`src/rtl/cpu_ctrl_pkg.sv`:
```
// Shared state type and parameter defaults for the CPU run controller.
// Imported by the controller so the core-level integration sees the same encodings.
package cpu_ctrl_pkg;

  typedef enum logic [2:0] {
    S_IDLE = 3'd0,
    S_INIT = 3'd1,
    S_HOLD = 3'd2,
    S_RUN  = 3'd3,
    S_DONE = 3'd4
  } run_state_t;

  localparam int unsigned INIT_CYCLES_DEF = 32'd4;
  localparam int unsigned CNT_W_DEF       = 32'd32;
  localparam int unsigned MAX_CYCLES_DEF  = 32'd0;

endpackage

```
`src/rtl/sat_counter.sv`:
```
// Saturating up-counter with synchronous clear; sticks at all-ones instead of wrapping.
module sat_counter #(
  parameter int unsigned WIDTH = 32
) (
  input  logic             clk,
  input  logic             rst,
  input  logic             i_clr,
  input  logic             i_en,
  output logic [WIDTH-1:0] o_count
);

  logic [WIDTH-1:0] r_count;

  always_ff @(posedge clk or posedge rst) begin
    if (rst) begin
      r_count <= '0;
    end else if (i_clr) begin
      r_count <= '0;
    end else if (i_en && (r_count != {WIDTH{1'b1}})) begin
      r_count <= r_count + WIDTH'(1);
    end else begin
      r_count <= r_count;
    end
  end

  assign o_count = r_count;

endmodule

```
`src/rtl/run_controller.sv`:
```
// Run sequencer for the 9-bit CPU core: holds the core in reset for a fixed init window,
// releases it on the falling start level, and stops on halt or on the cycle budget.
module run_controller
  import cpu_ctrl_pkg::*;
#(
  parameter int unsigned INIT_CYCLES = INIT_CYCLES_DEF,
  parameter int unsigned CNT_W       = CNT_W_DEF,
  parameter int unsigned MAX_CYCLES  = MAX_CYCLES_DEF
) (
  input  logic             clk,
  input  logic             reset,
  input  logic             start,
  input  logic             halt,
  output logic             core_reset,
  output logic             run_en,
  output logic             done,
  output logic             timeout,
  output logic [CNT_W-1:0] cycle_count
);

  localparam int unsigned     ICW         = $clog2(INIT_CYCLES + 1);
  localparam logic [ICW-1:0]  INIT_LAST   = ICW'(INIT_CYCLES - 1);
  localparam logic [63:0]     BUDGET_LAST = 64'(MAX_CYCLES) - 64'd1;

  run_state_t     r_state;
  logic [ICW-1:0] r_init_cnt;
  logic           r_core_reset;
  logic           r_done;
  logic           r_timeout;

  logic           w_new_run;
  logic           w_cnt_en;
  logic           w_budget_hit;
  logic [CNT_W-1:0] w_count;

  // A new run starts from IDLE or DONE; the counter is cleared on that same edge.
  assign w_new_run    = ((r_state == S_IDLE) || (r_state == S_DONE)) && start;
  assign w_cnt_en     = (r_state == S_RUN);
  assign w_budget_hit = (MAX_CYCLES != 32'd0) && (64'(w_count) == BUDGET_LAST);

  sat_counter #(
    .WIDTH(CNT_W)
  ) u_cycle_cnt (
    .clk    (clk),
    .rst    (reset),
    .i_clr  (w_new_run),
    .i_en   (w_cnt_en),
    .o_count(w_count)
  );

  always_ff @(posedge clk or posedge reset) begin
    if (reset) begin
      r_state      <= S_IDLE;
      r_init_cnt   <= '0;
      r_core_reset <= 1'b1;
      r_done       <= 1'b0;
      r_timeout    <= 1'b0;
    end else begin
      case (r_state)
        S_IDLE: begin
          r_core_reset <= 1'b1;
          if (start) begin
            r_state    <= S_INIT;
            r_init_cnt <= '0;
            r_done     <= 1'b0;
            r_timeout  <= 1'b0;
          end
        end
        S_INIT: begin
          // start is deliberately not looked at until the full window has elapsed
          if (r_init_cnt == INIT_LAST) begin
            r_state      <= S_HOLD;
            r_core_reset <= 1'b0;
          end else begin
            r_init_cnt   <= r_init_cnt + ICW'(1);
            r_core_reset <= 1'b1;
          end
        end
        S_HOLD: begin
          r_core_reset <= 1'b0;
          if (!start) begin
            r_state <= S_RUN;
          end
        end
        S_RUN: begin
          r_core_reset <= 1'b0;
          if (halt) begin
            r_state   <= S_DONE;
            r_done    <= 1'b1;
            r_timeout <= 1'b0;
          end else if (w_budget_hit) begin
            r_state   <= S_DONE;
            r_done    <= 1'b1;
            r_timeout <= 1'b1;
          end
        end
        S_DONE: begin
          r_core_reset <= 1'b0;
          if (start) begin
            r_state      <= S_INIT;
            r_init_cnt   <= '0;
            r_core_reset <= 1'b1;
            r_done       <= 1'b0;
            r_timeout    <= 1'b0;
          end
        end
        default: begin
          r_state      <= S_IDLE;
          r_init_cnt   <= '0;
          r_core_reset <= 1'b1;
          r_done       <= 1'b0;
          r_timeout    <= 1'b0;
        end
      endcase
    end
  end

  // run_en must drop in the halt cycle itself, so it is not registered.
  assign run_en      = (r_state == S_RUN) && !halt;
  assign core_reset  = r_core_reset;
  assign done        = r_done;
  assign timeout     = r_timeout;
  assign cycle_count = w_count;

endmodule

```
`config.mk`:
```
export PLATFORM = sky130hd
export DESIGN_NAME = run_controller
export DESIGN_NICKNAME = d
export VERILOG_FILES = /design/src/rtl/cpu_ctrl_pkg.sv /design/src/rtl/sat_counter.sv /design/src/rtl/run_controller.sv
export SDC_FILE = /design/constraint.sdc
export NUM_CORES = 1
export LEC_CHECK = 0
export BUFFER_PORTS_ARGS = -buffer_cell sky130_fd_sc_hd__buf_4
export CORE_AREA = 4 4 75 77
export DETAILED_ROUTE_END_ITERATION = 10
export DIE_AREA = 0 0 79 81
export PLACE_DENSITY = 0.8
export SETUP_SLACK_MARGIN = 0.1
export SYNTH_ARGS = -nofsm -noshare
export SYNTH_HDL_FRONTEND = slang
export SYNTH_SLANG_ARGS = --single-unit
export TNS_END_PERCENT = 30
```
`constraint.sdc`:
```
create_clock -name clk -period 5.2 [get_ports clk]
set_input_delay 1.04 -clock clk [delete_from_list [all_inputs] [get_ports clk]]
set_output_delay 1.04 -clock clk [all_outputs]
set_load 0.01 [all_outputs]
```
==> flow_metrics.env, run 1 <==
export IMPL_crit_type="reg -> reg"
export IMPL_synth_distinct_cells=57
export IMPL_worstHoldStart="r_init_cnt[2]"
export IMPL_synth_flop_cell="dfrtp_1"
export IMPL_antenna_cells=0
export IMPL_drtPass1Iterations=4
export IMPL_avgSynthCellArea_um2=9.56
export IMPL_cp_slowest_cell="nor4_4"
export IMPL_drt_initial_drc_count=176
export IMPL_post_route_period_util_pct=52.3
export IMPL_dpl_hpwl_um=3890
export IMPL_dieArea_mm2=0.00640
export IMPL_initial_core_util_pct=47.9
export IMPL_crit_path_end_kind="flip-flop"
export IMPL_root_buffer="clkbuf_8"
export IMPL_setup_ws_ps=2480
export IMPL_clk_latency_ps=300
export IMPL_cp_start_kind="flip-flop"
export IMPL_worst_slew_pin_slew_ps=807
export IMPL_place_congestion=0.831
export IMPL_io_pins=40
export IMPL_cts_tree="yes"
export IMPL_leakagePower_nw=1.33
export IMPL_cts_buffers_inserted=5
export IMPL_status="finished clean"
export IMPL_stdcell_area_mm2=0.00286
export IMPL_r2r_start="u_cycle_cnt.o_count[16]"
export IMPL_area_growth_pct=19.0
export IMPL_die_h_um=81
export IMPL_wl_um=5830
export IMPL_fin_util_pct=57.0
export IMPL_async_flop_share_pct=100
export IMPL_synth_seq_cells=40
export IMPL_skew_ps=11.2
export IMPL_drc=0
export IMPL_slowest_delay_ps=750
export IMPL_cts_sinks=40
export IMPL_rsz0062_at_grt="no"
export IMPL_ir_drop_mv=0.179
export IMPL_drv_cap=0
export IMPL_grt_use_total_pct=19.3
export IMPL_syn_num_nets=258
export IMPL_tns_ps=0
export IMPL_ys_warn_count=0
export IMPL_die_w_um=79
export IMPL_final_cell_mix="buf_4, dfrtp_1, nand2_1, nand3_1, a31oi_1"
export IMPL_dpl_worst_slack_ps=2550
export IMPL_cts_resized=0
export IMPL_slew_limit_headroom_pct=45.8
export IMPL_multi_input_area_mm2=0.00128
export IMPL_final_common_cell="buf_4"
export IMPL_power_mw=1.22
export IMPL_core_area_mm2=0.00501
export IMPL_power_density_mw_per_mm2=427
export IMPL_drive_gt1_share_pct=23.8
export IMPL_rrSetupSlack_ps=2480
export IMPL_critical_path_startpoint="u_cycle_cnt.o_count[16]"
export IMPL_worstPathArrival_ps=2940
export IMPL_dpl_instance_area_mm2=0.00270
export IMPL_fin_nets=292
export IMPL_finalMaxSlewViolations=0
export IMPL_ant_nets=0
export IMPL_regArea_mm2=0.00100
export IMPL_port_buffers=38
export IMPL_max_clock_freq_ghz=0.368
export IMPL_post_drt_via_cell_ratio=5.93
export IMPL_grt_antenna_before_repair=0
export IMPL_grt_pass1_vias=2080
export IMPL_worstPathRequired_ps=5420
export IMPL_setup_viol=0
export IMPL_ys_seq_area_share_pct=41.8
export IMPL_grt_overflow=0
export IMPL_grt_max_degree=41
export IMPL_wire_per_inst_um=16.4
export IMPL_cts_hold_buf=0
export IMPL_post_cts_buffers=0
export IMPL_clk_pin_slew_ps=80
export IMPL_worstPathMaxFanout=30
export IMPL_rows=26
export IMPL_synth_edff_count=0
export IMPL_grt_pass1_wl_um=9870
export IMPL_hold_viol_final=0
export IMPL_syn_inst=251
export IMPL_via_count=2112
export IMPL_critical_path_cell_chain="nand4_4, nor4_4, a31o_2, nand2_2, a31oi_1"
export IMPL_clock_path_buffers=2
export IMPL_fin_crit_ps=2720
export IMPL_fillers=462
export IMPL_h_tree_depth=2
export IMPL_hold_path_class="reg -> reg"
export IMPL_synth_area_mm2=0.00240
[sequential cells by signal, summed over array words and instances (netlist names)]
register,count
core_reset,1
r_state,3
u_cycle_cnt.o_count,32
done,1
r_init_cnt,3
[routing by layer]
metal | global-route usage (%) | share of wire [%] | vias to the layer above
met5 | 0 | 0 | -
met4 | 7.56 | 1.0 | 0
met3 | 4.43 | 6.0 | 10
met2 | 31.7 | 47 | 58
met1 | 24.8 | 46 | 1020
li1 | - | - | 1024
[synthesized netlist by cell type, types with 4 or more instances]
cell type  number  area, um2
dfrtp_1        39        976
or4_1           6       45.0
o21ai_1         6       30.0
and3_1          7       43.8
nand2_1        29        109
o211ai_1        4       30.0
clkbuf_1        4       15.0
nand3_1        19       95.1
a21oi_1        11       55.1
a211o_1         6       52.6
or3_1           5       31.3
inv_1           6       22.5
o21ai_0         7       35.0
nand4_1         9       56.3
nor3b_1         4       30.0
buf_6           4       45.0
nor3_1          5       25.0
nor2_1          9       33.8
a31oi_1        13       81.3
[worst max-delay path: cells and delay by family (launching register included)]
family,cells,cell delay [ps]
AO/OA/AOI/OAI,2,920
flip-flops,1,480
AND/OR/NAND/NOR,3,1200
[cells by family (layout without fill, tap and decap cells)]
| logic type | Yosys count | in the layout | synth area share [%] |
|---|---|---|---|
| AND/OR/NAND/NOR | 115 | 115 | 29.1 |
| AO/OA/AOI/OAI | 68 | 68 | 20.8 |
| flip-flops | 40 | 40 | 41.8 |
| buffers and inverters | 19 | 54 | 4.69 |
| adder cells (fa/ha/maj) | 3 | 3 | 1.57 |
| XOR/XNOR | 3 | 3 | 1.10 |
| multiplexers | 2 | 2 | 0.835 |
| other | 1 | 1 | 0.156 |
[power breakdown]
part	total, mW	internal [mW]	switching, mW	leakage (nW)
Combinational	0.386	0.164	0.222	0.711
Sequential	0.477	0.374	0.104	0.543
Clock	0.356	0.240	0.116	0.0784
[stage by stage]
step / cells / hold slack [ps]
global route: 356 / 506
global placement: 348 / 475
finish: 356 / 484
floorplan: 251 / 449
detailed placement: 348 / 472
CTS: 356 / 489
[final timing paths]
path,endpoint,depth (start not counted)
worst max-delay path,u_cycle_cnt.o_count[25],5
worst min-delay path,r_init_cnt[2],2
worst max register to register,u_cycle_cnt.o_count[25],5
worst min register to register,r_init_cnt[2],2
max in group asynchronous,u_cycle_cnt.o_count[6],3
min in group asynchronous,r_state[0],3
[final cells by class]
class                      count  share of cell area [%]
clock inverter                 3                    3.16
inverter                       6                   0.789
timing repair buffer          40                    10.5
clock buffer                   5                    2.41
multi-input combinational    192                    45.0
sequential                    40                    35.1
tap                           70                    3.07
(Power assumes the default switching activity.)
==> run 2: changes to the inputs <==
clock period = 2.72 ns   (was 5.2 ns; I/O delays follow)
==> run 2 against run 1 <==
First-iteration DRC count fell by 20%. Sequential cell count is the same. Count of clock-buffer cells in the layout increased by 2. Global-route usage shrank 0.42 points. Hold slack worse by 110 ps. Sequential power up 90%. Critical path depth grew 1. Final area is 0.66% higher. Worst setup slack worse by 2200 ps. Non-clock buffer count is 4 higher. Critical path type unchanged. Critical endpoint is now u_cycle_cnt.o_count[13]. Largest cell class unchanged.
==> flow_metrics.env, run 2 (synthesis gave the netlist of run 1 again) <==
export IMPL_worst_slew_pin_slew_ps=731
export IMPL_finalMaxSlewViolations=0
export IMPL_max_clock_freq_ghz=0.405
export IMPL_io_pins=40
export IMPL_initial_core_util_pct=47.9
export IMPL_grt_pass1_vias=1971
export IMPL_drtPass1Iterations=4
export IMPL_drt_initial_drc_count=141
export IMPL_critical_path_cell_chain="ha_1, and4_1, and4_1, a31o_4, nand2_2, a31oi_1"
export IMPL_h_tree_depth=2
export IMPL_crit_path_end_kind="flip-flop"
export IMPL_cts_sinks=40
export IMPL_cp_slowest_cell="and4_1"
export IMPL_fin_util_pct=57.4
export IMPL_crit_type="reg -> reg"
export IMPL_antenna_cells=0
export IMPL_drc=0
export IMPL_regArea_mm2=0.00100
export IMPL_die_w_um=79
export IMPL_port_buffers=38
export IMPL_place_congestion=0.819
export IMPL_worstPathMaxFanout=30
export IMPL_holdWs_ps=374
export IMPL_power_density_mw_per_mm2=767
export IMPL_grt_pass1_wl_um=9560
export IMPL_dpl_hpwl_um=3970
export IMPL_hold_viol_final=0
export IMPL_post_route_period_util_pct=90.8
export IMPL_rows=26
export IMPL_slowest_delay_ps=500
export IMPL_ant_nets=0
export IMPL_final_cell_mix="buf_4, dfrtp_1, nand2_1, nand3_1, a31oi_1"
export IMPL_dpl_worst_slack_ps=85.3
export IMPL_post_drt_via_cell_ratio=6.01
export IMPL_cts_hold_buf=0
export IMPL_cts_tree="yes"
export IMPL_multi_input_area_mm2=0.00131
export IMPL_slew_limit_headroom_pct=50.9
export IMPL_final_common_cell="buf_4"
export IMPL_area_growth_pct=19.8
export IMPL_grt_use_total_pct=18.9
export IMPL_clk_pin_slew_ps=80
export IMPL_status="finished clean"
export IMPL_root_buffer="clkbuf_8"
export IMPL_worstPathRequired_ps=2930
export IMPL_tns_ps=0
export IMPL_hold_path_class="in -> async"
export IMPL_ir_drop_mv=0.350
export IMPL_rsz0062_at_grt="yes"
export IMPL_cp_start_kind="flip-flop"
export IMPL_post_cts_buffers=0
export IMPL_wire_per_inst_um=16.2
export IMPL_drive_gt1_share_pct=25.1
export IMPL_via_count=2170
export IMPL_core_area_mm2=0.00501
export IMPL_leakagePower_nw=1.35
export IMPL_power_mw=2.20
export IMPL_die_h_um=81
export IMPL_fillers=446
export IMPL_dieArea_mm2=0.00640
export IMPL_clock_path_buffers=2
export IMPL_largest_register_ffs=32
export IMPL_fin_nets=297
export IMPL_grt_antenna_before_repair=0
export IMPL_drv_cap=0
export IMPL_path_common_cell="and4_1"
export IMPL_r2r_cells=6
export IMPL_grt_overflow=0
export IMPL_skew_ps=6.23
export IMPL_setup_ws_ps=251
export IMPL_wl_um=5850
export IMPL_setup_viol=0
export IMPL_cts_buffers_inserted=5
export IMPL_grt_max_degree=41
export IMPL_worstPathArrival_ps=2680
export IMPL_clk_latency_ps=290
export IMPL_fin_crit_ps=2470
## run 2: cell types whose count changed in the layout (fill, tap and decap cells not counted)
cell,previous run,this run
clkbuf_8,5,7
a31o_4,0,1
buf_4,40,44
bufinv_16,3,1
a31oi_2,0,1
a31o_2,3,2
## run 2: timing repair
action | in CTS | in global routing
cloned | 0 | 1
setup endpoints to repair | 7 | 7
pin swaps | 0 | 1
gates resized for setup | 1 | 0
## run 2: final timing paths
check                                             from                       to  slack [ps]
worst max-delay path            u_cycle_cnt.o_count[0]  u_cycle_cnt.o_count[13]         250
worst min-delay path                             reset   u_cycle_cnt.o_count[1]         370
worst max register to register  u_cycle_cnt.o_count[0]  u_cycle_cnt.o_count[13]         250
worst min register to register           r_init_cnt[2]            r_init_cnt[2]         490
max in group asynchronous                        reset               core_reset        1990
min in group clk                         r_init_cnt[2]            r_init_cnt[2]         490
## run 2: cell type report
type	count	area share (%)
Clock buffer	7	3.35
Inverter	6	0.784
Timing Repair Buffer	44	11.5
Multi-Input combinational cell	193	45.4
Tap cell	70	3.05
Clock inverter	1	1.04
Sequential cell	40	34.9
## run 2: layer usage
layer  up-vias  global-route usage (%)  share of wire, %
li1       1048                       -                 -
met1      1051                    25.1                45
met2        62                    32.1                49
met3         9                    3.77               5.4
met4         0                    4.30               1.1
met5         -                       0                 0
## run 2: where the power goes
part	switching [mW]	internal [mW]	total [mW]
Sequential	0.193	0.715	0.908
Combinational	0.434	0.326	0.760
Clock	0.212	0.324	0.536
## run 2: metrics by stage
step	std cells	instance area, um2
2_1_floorplan	251	2400
3_3_place_gp	352	2730
3_5_place_dp	352	2730
4_1_cts	360	2860
5_1_grt	361	2870
6_report	361	2870
## run 2: worst max-delay path: cells and delay by family, from the launching register on
family                   cells  cell delay [ps]
adder cells (fa/ha/maj)      1              240
AND/OR/NAND/NOR              3             1040
flip-flops                   1              430
AO/OA/AOI/OAI                2              670
==> run 3: changes to the inputs <==
RECOVER_POWER = 50   (was not set)
==> run 3 against run 2 <==
Register-to-register slack is essentially flat. Via count shrank 0.14%. Routed wire length shrank 0.20%. Die area is the same. Sequential share of layout area grew 0.63 points. Fmax grew 0.47%. Clock skew is essentially flat. Sequential cell count is the same. Critical path depth is the same. Final area shrank 1.8%. Highest routed layer unchanged.
==> flow_metrics.env, run 3 (synthesis gave the netlist of run 1 again) <==
export IMPL_grt_overflow=0
export IMPL_h_tree_depth=2
export IMPL_leakagePower_nw=1.29
export IMPL_rsz0062_at_grt="yes"
export IMPL_grt_pass1_vias=1971
export IMPL_drc=0
export IMPL_setup_viol=0
export IMPL_area_growth_pct=17.7
export IMPL_worstPathArrival_ps=2670
export IMPL_grt_pass1_wl_um=9560
export IMPL_clock_path_buffers=2
export IMPL_largest_register_ffs=32
export IMPL_antenna_cells=0
export IMPL_post_cts_buffers=0
export IMPL_finalMaxSlewViolations=0
export IMPL_power_density_mw_per_mm2=776
export IMPL_initial_core_util_pct=47.9
export IMPL_port_buffers=38
export IMPL_dpl_hpwl_um=3970
export IMPL_worstPathRequired_ps=2930
export IMPL_die_w_um=79
export IMPL_grt_antenna_before_repair=0
export IMPL_final_common_cell="dfrtp_1"
export IMPL_post_route_period_util_pct=90.4
export IMPL_die_h_um=81
export IMPL_drive_gt1_share_pct=20.6
export IMPL_cts_buffers_inserted=5
export IMPL_dpl_worst_slack_ps=85.3
export IMPL_drv_cap=0
export IMPL_cts_hold_buf=0
export IMPL_status="finished clean"
export IMPL_root_buffer="clkbuf_8"
export IMPL_cts_tree="yes"
export IMPL_worst_slew_pin_slew_ps=996
export IMPL_setup_ws_ps=262
export IMPL_clk_latency_ps=290
export IMPL_post_drt_via_cell_ratio=6.00
export IMPL_wire_per_inst_um=16.2
export IMPL_cts_sinks=40
export IMPL_max_clock_freq_ghz=0.407
export IMPL_final_cell_mix="dfrtp_1, nand2_1, buf_4, nand3_1"
export IMPL_drt_initial_drc_count=145
export IMPL_slew_limit_headroom_pct=33.6
export IMPL_rows=26
export IMPL_hold_path_class="reg -> reg"
export IMPL_clk_pin_slew_ps=80
export IMPL_tns_ps=0
export IMPL_hold_viol_final=0
export IMPL_wl_um=5840
export IMPL_dieArea_mm2=0.00640
export IMPL_worstPathMaxFanout=30
export IMPL_core_area_mm2=0.00501
export IMPL_place_congestion=0.819
export IMPL_fin_nets=297
export IMPL_ir_drop_mv=0.350
export IMPL_ant_nets=0
export IMPL_via_count=2167
export IMPL_fin_crit_ps=2460
export IMPL_crit_path_end_kind="flip-flop"
export IMPL_cp_start_kind="flip-flop"
export IMPL_io_pins=40
export IMPL_grt_max_degree=41
export IMPL_drtPass1Iterations=4
export IMPL_skew_ps=6.19
export IMPL_crit_type="reg -> reg"
export IMPL_grt_use_total_pct=18.9
[run 3: cell types whose count changed in the layout (fill, tap and decap cells not counted), sizes merged]
cell	before	now
buf	44	29
clkbuf	7	22
[run 3: final timing paths]
check / start / depth (start not counted) / slack, ps / end
setup / recovery: u_cycle_cnt.o_count[0] / 6 / 260 / u_cycle_cnt.o_count[13]
hold / removal: u_cycle_cnt.o_count[23] / 1 / 490 / u_cycle_cnt.o_count[23]
setup reg to reg: u_cycle_cnt.o_count[0] / 6 / 260 / u_cycle_cnt.o_count[13]
hold reg to reg: u_cycle_cnt.o_count[23] / 1 / 490 / u_cycle_cnt.o_count[23]
max in group asynchronous: reset / 3 / 1560 / u_cycle_cnt.o_count[23]
min in group asynchronous: reset / 3 / 560 / u_cycle_cnt.o_count[24]
[run 3: routing by layer]
layer | track usage [%] | vias to the layer above | share of wire, %
met4 | 4.30 | 0 | 0.79
met1 | 25.1 | 1046 | 44
met3 | 3.77 | 6 | 6.3
met5 | 0 | - | 0
li1 | - | 1049 | -
met2 | 32.1 | 66 | 49
[run 3: where the power goes]
part / internal [mW] / leakage, nW / total (mW) / switching (mW)
Combinational: 0.309 / 0.682 / 0.740 / 0.431
Sequential: 0.715 / 0.543 / 0.909 / 0.195
Clock: 0.324 / 0.0645 / 0.541 / 0.217
[run 3: area by class of cell]
type                            instances  area, um2
Tap cell                               70       87.6
Multi-Input combinational cell        193       1310
Timing Repair Buffer                   44        279
Inverter                                6       22.5
Fill cell                             459       2190
Sequential cell                        40       1000
Clock inverter                          1       30.0
Clock buffer                            7       96.3
[run 3: per-stage QoR]
step                      utilization, %  total power [mW]  cell area [um2]  instances  hold slack (ps)
after floorplan                        -              1.40             2400        251              449
after global placement              54.4              1.64             2730        352              465
after detailed placement            54.4              1.66             2730        352              484
after CTS                           57.1              2.21             2860        360              389
after global routing                56.3              2.34             2820        361              537
final                               56.3              2.19             2820        361              495
[run 3: repair_timing]
action,4_1_cts,5_1_grt
pin swaps,0,1
gates resized for setup,1,0
cloned,0,1
endpoints found under the setup margin,7,7
[run 3: worst max-delay path: stages (launching register included)]
cell and delay (ps):
dfrtp_1 430, ha_1 240, and4_1 290, and4_1 500, a31o_4 440, nand2_2 230
a31oi_1 230
